--- src/rtl/sign_stage2.sv ---
// Result-sign stage: resolves the final sign and effective-subtract flag, then holds them with the tag.
// Define SIGN_STAGE2_SKID_EN for a two-entry skid buffer with a registered InReady.
module sign_stage2 #(
    parameter int TAG_W = 4
) (
    input  logic             Clk,
    input  logic             Rst,
    input  logic             InValid,
    output logic             InReady,
    input  logic [1:0]       OpCode,
    input  logic             SignOperandX,
    input  logic             SignOperandY,
    input  logic             ExclusiveSign,
    input  logic             XMagGE,
    input  logic             ResultZero,
    input  logic [1:0]       RoundMode,
    input  logic [TAG_W-1:0] InTag,
    output logic             OutValid,
    input  logic             OutReady,
    output logic             ResultSign,
    output logic             EffSub,
    output logic [TAG_W-1:0] OutTag,
    output logic [1:0]       Occupancy
);

    localparam int         EW  = TAG_W + 2;
    localparam logic [1:0] RDN = 2'b10;

    logic          w_effSub;
    logic          w_sign;
    logic [EW-1:0] w_entry;
    logic          w_push;
    logic          w_pop;
    logic [EW-1:0] r_main;
    logic          w_unused;

    // The sign of Y only reaches this stage already folded into ExclusiveSign.
    assign w_unused = SignOperandY;

    always_comb begin
        w_effSub = 1'b0;
        w_sign   = SignOperandX;
        if (OpCode[1]) begin
            w_sign = ExclusiveSign;
        end else begin
            w_effSub = ExclusiveSign ^ OpCode[0];
            if (w_effSub) begin
                if (ResultZero)
                    w_sign = (RoundMode == RDN);
                else
                    w_sign = XMagGE ? SignOperandX : ~SignOperandX;
            end
        end
    end

    assign w_entry = {w_sign, w_effSub, InTag};
    assign {ResultSign, EffSub, OutTag} = r_main;

`ifdef SIGN_STAGE2_SKID_EN
    logic [EW-1:0] r_skid;
    logic [1:0]    r_occ;
    logic          r_inReady;
    logic [1:0]    w_nextOcc;

    assign InReady   = r_inReady;
    assign OutValid  = (r_occ != 2'd0);
    assign Occupancy = r_occ;
    assign w_push    = InValid & r_inReady;
    assign w_pop     = OutValid & OutReady;
    assign w_nextOcc = r_occ + {1'b0, w_push} - {1'b0, w_pop};

    // r_main always presents the oldest entry; r_skid catches one extra under backpressure.
    always_ff @(posedge Clk) begin
        if (Rst) begin
            r_main    <= '0;
            r_skid    <= '0;
            r_occ     <= 2'd0;
            r_inReady <= 1'b0;
        end else begin
            case (r_occ)
                2'd0: begin
                    if (w_push)
                        r_main <= w_entry;
                end
                2'd1: begin
                    if (w_push && w_pop)
                        r_main <= w_entry;
                    else if (w_push)
                        r_skid <= w_entry;
                end
                default: begin
                    if (w_pop)
                        r_main <= r_skid;
                end
            endcase
            r_occ     <= w_nextOcc;
            r_inReady <= (w_nextOcc != 2'd2);
        end
    end
`else
    logic r_valid;
    logic r_live;

    // r_live keeps InReady low through reset and for the edge that releases it.
    assign InReady   = r_live & (~r_valid | OutReady);
    assign OutValid  = r_valid;
    assign Occupancy = {1'b0, r_valid};
    assign w_push    = InValid & InReady;
    assign w_pop     = r_valid & OutReady;

    always_ff @(posedge Clk) begin
        if (Rst) begin
            r_main  <= '0;
            r_valid <= 1'b0;
            r_live  <= 1'b0;
        end else begin
            r_live <= 1'b1;
            if (w_push) begin
                r_main  <= w_entry;
                r_valid <= 1'b1;
            end else if (w_pop) begin
                r_valid <= 1'b0;
            end
        end
    end
`endif

endmodule

--- config.mk ---
export PLATFORM = sky130hd
export DESIGN_NAME = sign_stage2
export DESIGN_NICKNAME = d
export VERILOG_FILES = /design/src/rtl/sign_stage2.sv
export SDC_FILE = /design/constraint.sdc
export NUM_CORES = 1
export LEC_CHECK = 0
export ABC_AREA = 1
export CORE_AREA = 3 3 40 42
export CTS_BUF_LIST = sky130_fd_sc_hd__clkbuf_4 sky130_fd_sc_hd__clkbuf_8
export DETAILED_ROUTE_END_ITERATION = 16
export DIE_AREA = 0 0 43 45
export GPL_TIMING_DRIVEN = 0
export HOLD_SLACK_MARGIN = 0.1
export PLACE_DENSITY = 0.82
export RECOVER_POWER = 50
export SLEW_MARGIN = 10
export SYNTH_ARGS = -nofsm -noshare
export SYNTH_HDL_FRONTEND = slang
export SYNTH_SLANG_ARGS = --single-unit
--- constraint.sdc ---
create_clock -name Clk -period 0.8 [get_ports Clk]
set_input_delay 0.2 -clock Clk [delete_from_list [all_inputs] [get_ports Clk]]
set_output_delay 0.2 -clock Clk [all_outputs]
set_load 0.02 [all_outputs]
==> impl_metrics.yaml <==
worst_setup_path:
  cp_max_fo: 4
  startpoint_type: "flop"
  required_ps: 600
  r2r_end: "r_main[4]$_SDFFE_PP0P_"
  end_kind: "output port"
  timing.rr.start: "OutValid$_SDFFE_PP0P_"
  crit_type: "reg -> out"
  r2r_slack_ps: -260
  reg2reg_depth: 6
  arrival_ps: 910
synth:
  synth.area.top_cells: "dfxtp_1, nand2_1, inv_1, a21oi_1, nand3_4"
  synth_top_area_share_pct: 39.4
  synth-xor-area-share_pct: 0
  ys_types: 16
  synth-edff-count: 0
  synth_most_common_cell: "nand2_1"
  synth-adder-area-share_pct: 0
  synth.net_count: 76
  yosysSeqAreaShare_pct: 39.4
  syn-instance-count: 59
  synth-simple-area-share_pct: 32.3
  ys_warn_count: 0
  syn_area_um2: 407
  synthTopCellsByCount: "nand2_1, inv_1, dfxtp_1, a21oi_1, nand3_1"
  synth_area_per_cell_um2: 6.89
  synthArstFlopShare_pct: 0
  synth_mux_area_share_pct: 0
  synth_top_family_by_area: "simple AND/OR/NAND/NOR gates"
  ys_ff_latch: 8
  synth_compound_area_share_pct: 12.0
  synth_top_flop_cell: "dfxtp_1"
  yosysTopAreaCell: "dfxtp_1"
global_route:
  grt_pass1_wl_um: 1590
  antenna_found_initial: 0
  grt_use_total_pct: 10.7
  grt_max_degree: 8
  grt_pass1_vias: 414
  grt-ovfl-total: 0
timing:
  finalHoldViolCount: 0
  finalMaxSlewViolations: 0
  setup_viol: 16
  fin_crit_sh_pct: 139
  fmax_ghz: 0.900
  rsz0062_at_grt: "yes"
  fin_skew_ps: 7.84
  post-route-min-period_ps: 1110
  fin_ws_ps: -311
  finalHoldWorstSlack_ps: 417
cells_and_area:
  multi_input_area_um2: 233
  syn_to_final_growth_pct: 97.5
  final_util_pct: 62.5
  antennaDiodeCount: 0
  seq_area_um2: 173
  fillers: 118
  drive_gt1_share_pct: 48.4
  nets: 109
route:
  routed_wl_um: 1050
  drc: 0
  ant_nets: 0
  vias: 473
  wl_per_cell_um: 9.86
  drt_iter0_markers: 8
  viasPerCell: 4.46
  drt_first_pass_iters: 4
status:
  violations: "negative setup slack"
  status: "complete, but fails checks"
clock_tree:
  cts_root_buf: "clkbuf_4"
  cts-buffers-inserted: 3
  hold_buffers: 0
  cts_tree: "yes"
  clk_path_buf_depth: 2
  htreeDepth: 1
  clock_sinks: 8
  clk_pin_slew_ps: 60
  clock_latency_ps: 250
die:
  fp.dieH_um: 45
  start_util_pct: 31.6
  ios: 27
  num_rows: 13
  die_w_um: 43
  core-area_um2: 1280
  die-area_um2: 1940
pwr:
  power.total_mw: 1.10
  leakage_nw: 0.386
  p_per_area_nw_per_um2: 1370
  max-vdd-ir-drop_mv: 1.38
worst_hold_path:
  min_from: "Rst"
  min_to: "r_main[4]$_SDFFE_PP0P_"
  holdPathStages: 2
  min-delay-path-class: "in -> reg"
job:
  maxCapViolCount: 0
placed_design:
  gp_congestion: 0.607
  dp_hpwl_um: 743
  port-buffer-count: 24
  pre_cts_ws_ps: -827
## cell usage in the layout (no fill, tap or decap), types with 2 or more instances in the layout
cell type         n
a21oi_1           2
nand2_1          14
nand2_2           3
a21oi_2           5
dfxtp_2           7
buf_6             9
buf_4             6
clkdlybuf4s50_1  13
inv_1            10
nand3_1           3
clkbuf_4          4
dlygate4sd2_1     2
nand2_4           2
## through the flow
stage | cells | TNS [ps] | instance area [um2]
3_3_place_gp | 98 | -6990 | 672
5_1_grt | 106 | -3700 | 803
2_1_floorplan | 59 | -432 | 413
6_report | 106 | -3050 | 803
4_1_cts | 105 | -3030 | 777
3_5_place_dp | 98 | -7190 | 672
## registers in the layout (all words and copies together) (netlist names)
register  flops
r_main        6
OutValid      1
r_live        1
## final cells by class
class	count	area share, %
repair buffers	28	34.7
multi-input cells	37	29.0
flip-flops and latches	8	21.5
inverters	12	6.85
clock buffers	4	3.74
well taps	15	2.34
plain buffers	2	1.87
## logic make-up after synthesis
logic type,after synthesis
AND/OR/NAND/NOR,27
buffers and inverters,14
AO/OA/AOI/OAI,9
flip-flops,8
other,1
## critical path, cell delays in order, from the launching register on
cell and delay (ps):
dfxtp_4 360, inv_4 60, nor2_4 30, nor2_2 90, buf_6 120
## repair_timing
item,CTS,global route
pin swaps,7,3
resized for setup,74,6
endpoints found under the setup margin,16,16
hold endpoints to repair,0,0
buffers inserted,3,1
## worst max-delay path by stage
stage                                      from                     end  slack, ps  cells after the start
after floorplan           OutValid$_SDFFE_PP0P_  r_main[5]$_SDFFE_PP0P_        -70                      5
after global placement                 OutReady                 InReady       -810                      4
after detailed placement               OutReady                 InReady       -830                      4
after CTS                 OutValid$_SDFFE_PP0P_                 InReady       -340                      4
after global routing      OutValid$_SDFFE_PP0P_                 InReady       -370                      4
final                     OutValid$_SDFFE_PP0P_                 InReady       -310                      4
## per-layer routing
metal	track usage, %	wire length, um	share of wire, %	vias to the layer above
li1	-	-	-	243
met1	11.2	362	35	212
met2	20.4	571	55	18
met3	5.58	111	11	0
met4	0	0	0	0
met5	0	0	0	-
## power by group
part	internal, mW	leakage (nW)	total (mW)	switching (mW)
clock	0.225	0.0184	0.360	0.135
sequential	0.421	0.0689	0.438	0.0167
combinational	0.164	0.298	0.303	0.139
No activity file was read; power rests on OpenSTA's default activity.
